`config.mk`:
```
export PLATFORM = sky130hd
export DESIGN_NAME = priority_queue_kv
export DESIGN_NICKNAME = d
export VERILOG_FILES = /design/src/rtl/priority_queue_kv_pkg.sv /design/src/rtl/priority_queue_kv_cell.sv /design/src/rtl/priority_queue_kv.sv
export SDC_FILE = /design/constraint.sdc
export NUM_CORES = 1
export LEC_CHECK = 0
export ABC_CLOCK_PERIOD_IN_PS = 4000
export BUFFER_PORTS_ARGS = -buffer_cell sky130_fd_sc_hd__buf_2
export CAP_MARGIN = 20
export CORE_MARGIN = 5
export CORE_UTILIZATION = 45
export DETAILED_ROUTE_END_ITERATION = 7
export HOLD_SLACK_MARGIN = 0.1
export RECOVER_POWER = 50
export SETUP_SLACK_MARGIN = 0.4
export SYNTH_ARGS = -nofsm -noshare
export SYNTH_HDL_FRONTEND = slang
export SYNTH_SLANG_ARGS = --single-unit
```
`constraint.sdc`:
```
create_clock -name CLK -period 4 [get_ports CLK]
set_clock_uncertainty 0.2 [all_clocks]
set_input_delay 0.2 -clock CLK [delete_from_list [all_inputs] [get_ports CLK]]
set_output_delay 0.2 -clock CLK [all_outputs]
set_load 0.05 [all_outputs]
```
`src/rtl/priority_queue_kv_pkg.sv`:
```
// Shared types and helpers for the sorted key+payload priority queue.
// Keys wider than PQ_KEY_MAX_W bits are not supported by pq_before.
package priority_queue_kv_pkg;

    localparam int PQ_KEY_MAX_W = 32;

    typedef enum logic [1:0] {
        PQ_IDLE,
        PQ_PUSH,
        PQ_POP,
        PQ_REPLACE
    } pq_op_e;

    function automatic int pq_cnt_w(input int depth);
        return $clog2(depth + 1);
    endfunction

    // Strict ordering, so an equal key never overtakes an existing entry.
    function automatic logic pq_before(input logic [PQ_KEY_MAX_W-1:0] a,
                                       input logic [PQ_KEY_MAX_W-1:0] b,
                                       input logic                    max_first);
        return max_first ? (a > b) : (a < b);
    endfunction

endpackage

```
`src/rtl/priority_queue_kv_cell.sv`:
```
// One storage slot of the priority queue: holds, shifts from a neighbour,
// or captures the incoming entry depending on the decoded operation.
module priority_queue_kv_cell
    import priority_queue_kv_pkg::*;
#(
    parameter int KEY_W     = 10,
    parameter int PAYLOAD_W = 8
) (
    input  logic                 CLK,
    input  logic                 RSTn,
    input  pq_op_e               i_op,
    input  logic                 i_ins_here,
    input  logic                 i_ins_left,
    input  logic [KEY_W-1:0]     i_left_key,
    input  logic [PAYLOAD_W-1:0] i_left_data,
    input  logic [KEY_W-1:0]     i_right_key,
    input  logic [PAYLOAD_W-1:0] i_right_data,
    input  logic [KEY_W-1:0]     i_new_key,
    input  logic [PAYLOAD_W-1:0] i_new_data,
    output logic [KEY_W-1:0]     o_key,
    output logic [PAYLOAD_W-1:0] o_data
);

    logic [KEY_W-1:0]     key_q, key_d;
    logic [PAYLOAD_W-1:0] data_q, data_d;

    // On replace, slots past the insert point already sit at their post-pop
    // position, so they hold rather than shift.
    always_comb begin
        key_d  = key_q;
        data_d = data_q;
        case (i_op)
            PQ_PUSH: begin
                if (i_ins_here) begin
                    key_d  = i_new_key;
                    data_d = i_new_data;
                end else if (i_ins_left) begin
                    key_d  = i_left_key;
                    data_d = i_left_data;
                end
            end
            PQ_POP: begin
                key_d  = i_right_key;
                data_d = i_right_data;
            end
            PQ_REPLACE: begin
                if (i_ins_here) begin
                    key_d  = i_new_key;
                    data_d = i_new_data;
                end else if (!i_ins_left) begin
                    key_d  = i_right_key;
                    data_d = i_right_data;
                end
            end
            default: ;
        endcase
    end

    always_ff @(posedge CLK or negedge RSTn) begin
        if (!RSTn) begin
            key_q  <= '0;
            data_q <= '0;
        end else begin
            key_q  <= key_d;
            data_q <= data_d;
        end
    end

    assign o_key  = key_q;
    assign o_data = data_q;

endmodule

```
`src/rtl/priority_queue_kv.sv`:
```
// Sorted key+payload priority queue, head always registered in slot 0.
// Optional PRIORITY_QUEUE_KV_FLUSH_EN adds i_flush to drop all entries.
module priority_queue_kv
    import priority_queue_kv_pkg::*;
#(
    parameter int DEPTH     = 16,
    parameter int KEY_W     = 10,
    parameter int PAYLOAD_W = 8,
    parameter int MAX_FIRST = 0
) (
    input  logic                         CLK,
    input  logic                         RSTn,
`ifdef PRIORITY_QUEUE_KV_FLUSH_EN
    input  logic                         i_flush,
`endif
    input  logic                         i_push_valid,
    output logic                         o_push_ready,
    input  logic [KEY_W-1:0]             i_push_key,
    input  logic [PAYLOAD_W-1:0]         i_push_data,
    output logic                         o_pop_valid,
    input  logic                         i_pop_ready,
    output logic [KEY_W-1:0]             o_pop_key,
    output logic [PAYLOAD_W-1:0]         o_pop_data,
    output logic [pq_cnt_w(DEPTH)-1:0]   o_count,
    output logic                         o_full,
    output logic                         o_empty
);

    localparam int CNT_W = pq_cnt_w(DEPTH);

    logic [KEY_W-1:0]     slot_key  [DEPTH];
    logic [PAYLOAD_W-1:0] slot_data [DEPTH];

    logic [CNT_W-1:0] count_q, count_d;
    logic             full_q, full_d;
    logic             empty_q, empty_d;
    logic             flush;
    logic             push_fire, pop_fire;
    pq_op_e           op;
    logic [DEPTH-1:0] after_new, ins_ge, ins_here, ins_left;

`ifdef PRIORITY_QUEUE_KV_FLUSH_EN
    assign flush = i_flush;
`else
    assign flush = 1'b0;
`endif

    assign o_push_ready = !flush && (!full_q || i_pop_ready);
    assign o_pop_valid  = !empty_q;
    assign push_fire    = i_push_valid && o_push_ready;
    assign pop_fire     = o_pop_valid && i_pop_ready && !flush;

    always_comb begin
        op = PQ_IDLE;
        if (push_fire && pop_fire) op = PQ_REPLACE;
        else if (push_fire)        op = PQ_PUSH;
        else if (pop_fire)         op = PQ_POP;
    end

    // after_new[i]: the new entry belongs at or before slot i (empty slots count as yes).
    // The sorted contents make this vector a single 0->1 step, so the insert point is its edge.
    always_comb begin
        for (int i = 0; i < DEPTH; i++) begin
            after_new[i] = (i >= int'(count_q)) ||
                           pq_before(PQ_KEY_MAX_W'(i_push_key), PQ_KEY_MAX_W'(slot_key[i]),
                                     MAX_FIRST != 0);
        end
        ins_ge   = (op == PQ_REPLACE) ? {1'b1, after_new[DEPTH-1:1]} : after_new;
        ins_left = {ins_ge[DEPTH-2:0], 1'b0};
        ins_here = ins_ge & ~ins_left;
    end

    for (genvar g = 0; g < DEPTH; g++) begin : g_slot
        localparam int L = (g == 0) ? 0 : g - 1;
        localparam int R = (g == DEPTH - 1) ? g : g + 1;

        priority_queue_kv_cell #(
            .KEY_W    (KEY_W),
            .PAYLOAD_W(PAYLOAD_W)
        ) u_cell (
            .CLK         (CLK),
            .RSTn        (RSTn),
            .i_op        (op),
            .i_ins_here  (ins_here[g]),
            .i_ins_left  (ins_left[g]),
            .i_left_key  (slot_key[L]),
            .i_left_data (slot_data[L]),
            .i_right_key (slot_key[R]),
            .i_right_data(slot_data[R]),
            .i_new_key   (i_push_key),
            .i_new_data  (i_push_data),
            .o_key       (slot_key[g]),
            .o_data      (slot_data[g])
        );
    end

    always_comb begin
        count_d = count_q;
        case (op)
            PQ_PUSH: count_d = count_q + CNT_W'(1);
            PQ_POP:  count_d = count_q - CNT_W'(1);
            default: ;
        endcase
        if (flush) count_d = '0;
        full_d  = (count_d == CNT_W'(DEPTH));
        empty_d = (count_d == '0);
    end

    always_ff @(posedge CLK or negedge RSTn) begin
        if (!RSTn) begin
            count_q <= '0;
            full_q  <= 1'b0;
            empty_q <= 1'b1;
        end else begin
            count_q <= count_d;
            full_q  <= full_d;
            empty_q <= empty_d;
        end
    end

    assign o_count    = count_q;
    assign o_full     = full_q;
    assign o_empty    = empty_q;
    assign o_pop_key  = slot_key[0];
    assign o_pop_data = slot_data[0];

endmodule
```
==> flow_summary.json, run 1 <==
{
  "path_class": "register to register",
  "p_int_mw": 12.3,
  "die_x_um": 247,
  "ys_warn_count": 0,
  "synth_top_area_share_pct": 29.1,
  "netSwitchingPower_mw": 11.8,
  "core_area_um2": 55300,
  "final_layout_size_suffix_gt1_share_pct": 14.7,
  "place_hpwl_um": 65600,
  "clk_path_buf_depth": 3,
  "syn_inst": 2947,
  "cp.required_ns": 4.28,
  "netlist_area_um2": 25300,
  "hold_class": "input port to register",
  "outcome": "finished, violations left",
  "floorplan.initialDensity_pct": 45.7,
  "cts_buffers": 39,
  "rsz0062_at_grt": "yes",
  "synth_edf_count": 0,
  "critPathArrivalTime_ns": 3.83,
  "antenna_left": 0,
  "post-route-period-util_pct": 89.0,
  "grtUsageTotal_pct": 30.0,
  "hold_violations": 0,
  "first_pass_iters": 6,
  "vias": 24900,
  "routed_wl_um": 93600,
  "p_sw_share_pct": 49.1,
  "r2r_cells": 11,
  "tightest_slew_ns": 2.20,
  "ys_seq_area_share_pct": 29.2,
  "die_h_um": 247,
  "clkTransAtPathRegs_ns": 0.06,
  "synth.distinct_cells": 82,
  "ys_seq_elements": 295,
  "drv_slew": 214,
  "grt-ovfl-total": 0,
  "gp_congestion": 0.971,
  "endpoint_kind": "register",
  "root_buffer": "clkbuf_16",
  "syn-num-nets": 3122,
  "worstSkewPairLatency_ns": 0.61,
  "timing.final.crit_period_ns": 3.56,
  "cts_sinks": 295,
  "remaining_drc_errors": 0,
  "grt_pass1_wl_um": 146000,
  "synthTopCellsByArea": "dfrtp_1 29%, mux2i_1 10%, ha_1 7.6%",
  "setup_tns_ns": 0,
  "power_density_nw_per_um2": 847,
  "final_cell_mix": "294 x dfrtp_1, 256 x mux2i_1, 246 x nand2_1, 205 x a211oi_1, 198 x nor2_1",
  "grt_pass1_vias": 23900,
  "slew_headroom_pct": -46.9,
  "io_buffers": 48,
  "vias_per_cell": 6.67,
  "clkPwrFrac_pct": 15.4,
  "syn_to_final_growth_pct": 12.5,
  "htreeDepth": 2,
  "wl_per_cell_um": 25.1,
  "layout_commonest_cell": "dfrtp_1",
  "antenna_found_initial": 2,
  "synth_top_area_cell": "dfrtp_1",
  "violations": "capacitance limit, slew limit",
  "grt_start_max_net_pins": 86,
  "p_comb_share_pct": 58.0,
  "max_freq_ghz": 0.281,
  "start_kind": "register",
  "whs_path_depth": 3,
  "rows": 86,
  "r2r_start": "g_slot[0].u_cell.o_key[5]",
  "final-setup-viol-count": 0,
  "ir_drop_uv": 498,
  "whs_ns": 0.148,
  "startpoint": "g_slot[0].u_cell.o_key[5]",
  "syn_avg_cell_area_um2": 8.57,
  "async_reset_ff_share_pct": 100,
  "ys.flop_type": "dfrtp_1",
  "drtIter0Drc": 2833,
  "cts_tree": "done",
  "ios": 49,
  "p_leak_nw": 12.4,
  "cp_max_fo": 18,
  "pwr-share-seq_pct": 26.6,
  "drv_cap": 4,
  "hp-start": "i_push_key[3]",
  "die-area_um2": 61000,
  "final_nets": 3126
}
[logic make-up after synthesis]
logic type	count (synthesis)	share of synthesized area, %
adder cells (fa/ha/maj)	153	7.58
flip-flops	295	29.2
buffers and inverters	439	7.29
AND/OR/NAND/NOR	760	13.9
AO/OA/AOI/OAI	987	29.3
multiplexers	313	12.7
[worst paths after layout]
kind / to / slack (ns)
max: g_slot[1].u_cell.o_key[5] / 0.44
min: g_slot[8].u_cell.o_key[3] / 0.15
max reg2reg: g_slot[1].u_cell.o_key[5] / 0.44
min reg2reg: g_slot[15].u_cell.o_key[4] / 0.30
max in group asynchronous: g_slot[12].u_cell.o_key[5] / 0.83
min in group asynchronous: g_slot[0].u_cell.o_data[0] / 0.63
[stage by stage]
stage	utilization [%]	worst slack, ns	area, um2	instances	power, mW
3_3_place_gp	48.5	0.252	26800	3636	19.6
6_report	51.4	0.442	28400	3728	24.1
5_1_grt	51.4	0.324	28400	3727	25.7
2_1_floorplan	-	0.387	25500	2947	15.9
3_5_place_dp	48.5	0.163	26800	3636	19.9
4_1_cts	51.3	0.401	28400	3721	23.7
[registers in the layout (all words and copies together) (netlist names)]
signal                cells
g_slot.u_cell.o_data    128
g_slot.u_cell.o_key     160
o_empty                   1
o_count                   5
o_full                    1
[critical path, cell delays in order (launching register included)]
cell	delay, ns
dfrtp_1	0.41
inv_1	0.06
ha_1	0.29
a211o_1	0.29
a21oi_1	0.12
o21ai_0	0.16
a221oi_1	0.49
buf_4	0.23
nor4_4	0.05
or3_2	0.70
a221oi_1	0.33
a211oi_1	0.09
[cells in the mapped netlist (76+ instances only)]
master and number:
clkbuf_1 185, o21ai_0 116, nand2_1 248, inv_1 167, ha_1 153, nand3_1 111
nor2_1 200, mux2i_1 257, a21oi_1 195, a211oi_1 206, dfrtp_1 294, a221oi_1 76
[power by group through the flow]
| stage | combinational [mW] | sequential [mW] | clock [mW] |
|---|---|---|---|
| final | 14.0 | 6.39 | 3.71 |
| after global routing | 15.2 | 6.61 | 3.86 |
| after CTS | 13.7 | 6.33 | 3.75 |
| after detailed placement | 13.6 | 6.36 | 0 |
| after global placement | 13.2 | 6.32 | 0 |
| after floorplan | 9.77 | 6.12 | 0 |
[layout make-up]
class | count | area, um2
flip-flops and latches | 295 | 7380
inverters | 168 | 641
clock buffers | 58 | 1150
multi-input cells | 2213 | 16300
diodes | 1 | 2.50
clock inverters | 11 | 166
fillers | 5258 | 26900
repair buffers | 234 | 1810
well taps | 748 | 936
[per-layer routing]
layer | track usage (%) | part of all wire [%] | up-vias
met5 | 0 | 0.029 | -
li1 | - | - | 11200
met2 | 43.5 | 42 | 1239
met4 | 10.9 | 4.0 | 4
met1 | 43.9 | 44 | 12200
met3 | 6.61 | 9.3 | 215
[repair_timing]
item,CTS,global route
setup buffers,0,6
hold buffers,16,0
resized for setup,8,18
pin swaps,0,6
gates cloned,0,0
endpoints found under the hold margin,433,0
setup endpoints to repair,71,189
(Power assumes the default switching activity.)
==> run 2: changes to the inputs <==
CORE_UTILIZATION = 55   (was 45)
PLACE_DENSITY = 0.74   (was unset)
==> flow_summary.json, run 2 (synthesized netlist as in run 1, its figures left out) <==
{
  "htreeDepth": 2,
  "hold_class": "input port to register",
  "dp_slack_ns": 0.0822,
  "place_hpwl_um": 62400,
  "grt_start_max_net_pins": 84,
  "root_buffer": "clkbuf_16",
  "largest_reg_flops": 160,
  "rsz0062_at_grt": "yes",
  "rows": 78,
  "cp.required_ns": 4.28,
  "timing.final.crit_period_ns": 3.60,
  "cts_sinks": 295,
  "first_pass_iters": 8,
  "grt_pass1_wl_um": 143000,
  "drv_slew": 0,
  "ir_drop_uv": 573,
  "startpoint": "i_push_key[3]",
  "crit_path_max_incr_delay_ns": 0.75,
  "antenna_left": 0,
  "fin_util_pct": 62.5,
  "fin_cells": 3585,
  "multi_input_area_um2": 16400,
  "ios": 49,
  "endpoint": "g_slot[8].u_cell.o_key[4]",
  "die-area_um2": 50300,
  "cts_tree": "done",
  "vias_per_cell": 7.13,
  "remaining_drc_errors": 13,
  "die_h_um": 224,
  "cp_num_cells": 12,
  "drtIter0Drc": 3591,
  "grt-ovfl-total": 0,
  "hold_violations": 0,
  "dp.cells": 3478,
  "final_layout_size_suffix_gt1_share_pct": 15.1,
  "core_area_um2": 45400,
  "clkTransAtPathRegs_ns": 0.06,
  "final_nets": 3138,
  "grtUsageTotal_pct": 34.7,
  "cp_max_fo": 22,
  "post-route-period-util_pct": 90.1,
  "setup_ws_ns": 0.396,
  "grt_pass1_vias": 24800,
  "r2r_start": "o_empty",
  "final-setup-viol-count": 0,
  "cts_buffers": 38,
  "wl_per_cell_um": 25.2,
  "power_density_nw_per_um2": 844,
  "path_class": "input port to register",
  "slew_headroom_pct": 10.6,
  "setup_tns_ns": 0,
  "r2r-end": "g_slot[13].u_cell.o_data[2]",
  "p_leak_nw": 12.4,
  "crit_chain": "dlygate4sd3_1 -> clkbuf_4 -> buf_12 -> ha_1 -> a21o_1 -> a21oi_1 -> nor3b_1 -> o41a_1 -> nor2_4 -> o21bai_1 -> a221oi_1 -> o31ai_1",
  "vias": 25600,
  "floorplan.initialDensity_pct": 55.7,
  "die_x_um": 224,
  "endpoint_kind": "register",
  "cp_slowest_cell": "o21bai_1",
  "tightest_slew_ns": 1.34,
  "register_area_um2": 7380,
  "whs_ns": 0.123,
  "fillers": 3802,
  "gp_congestion": 0.978,
  "final_cell_mix": "293 x dfrtp_1, 255 x mux2i_1, 245 x nand2_1, 205 x a211oi_1, 196 x nor2_1",
  "worstSkewPairLatency_ns": 0.60,
  "reg2reg_slack_ns": 0.44,
  "routed_wl_um": 90400,
  "max_freq_ghz": 0.277,
  "path_delay_family": "compound AO/OA/AOI/OAI gates",
  "drv_cap": 0,
  "clk_path_buf_depth": 3,
  "r2r_cells": 7,
  "syn_to_final_growth_pct": 12.3,
  "io_buffers": 48,
  "worst-path-buf-inv": 3,
  "layout_commonest_cell": "dfrtp_1",
  "start_kind": "input port",
  "stdcell_area_um2": 28400,
  "antenna_found_initial": 1,
  "violations": "DRC",
  "critPathArrivalTime_ns": 3.89,
  "placed_cell_area_um2": 26600,
  "power.total_mw": 23.9,
  "outcome": "finished, violations left"
}
==> run 2: changes by cell type in the layout (fill, tap and decap cells not counted), sizes merged <==
cell and change:
inv -4, buf +6, o31ai +2, clkinv +3
clkbuf -5, bufinv -2, dlygate4sd3 +5
==> run 2: how the worst min path moves through the flow <==
stage                  start                    endpoint  slack (ns)  cells past startpoint
2_1_floorplan           RSTn  g_slot[0].u_cell.o_data[0]       -0.30                      0
3_3_place_gp            RSTn   g_slot[1].u_cell.o_key[6]        0.04                      1
3_5_place_dp            RSTn   g_slot[1].u_cell.o_key[7]        0.04                      1
4_1_cts          i_pop_ready                  o_count[1]        0.10                      4
5_1_grt        i_push_key[9]   g_slot[5].u_cell.o_key[9]        0.14                      4
6_report       i_push_key[9]   g_slot[5].u_cell.o_key[9]        0.12                      4
==> run 2: what timing repair did <==
item,in CTS,in global routing
endpoints found under the hold margin,433,0
resized for setup,6,41
endpoints found under the setup margin,46,225
cloned,1,1
buffers inserted,0,21
pin swaps,1,9
hold buffers,21,0
==> run 2: cell type report <==
cell class | count | share of cell area (%)
diodes | 1 | 0.00882
well taps | 600 | 2.65
inverters | 168 | 2.27
flip-flops and latches | 295 | 26.0
clock inverters | 8 | 0.406
multi-input cells | 2215 | 57.9
repair buffers | 245 | 7.04
clock buffers | 53 | 3.73
==> run 2: power breakdown <==
group / switching [mW] / total [mW] / internal, mW
combinational: 8.50 / 14.3 / 5.77
sequential: 1.82 / 6.35 / 4.53
clock: 1.46 / 3.32 / 1.86
==> run 2: worst register-to-register path: cells and delay by family, from the launching register on <==
family                 cells  cell delay (ns)
flip-flops                 1             0.55
AND/OR/NAND/NOR            2             0.39
AO/OA/AOI/OAI              1             0.13
buffers and inverters      4             2.14
==> run 2: routing by layer <==
layer / GRT usage [%] / vias up / routed length [um]
li1: - / 11200 / -
met1: 50.7 / 12400 / 37700
met2: 49.7 / 1680 / 37700
met3: 8.17 / 262 / 11300
met4: 13.8 / 0 / 3680
met5: 0 / - / 0
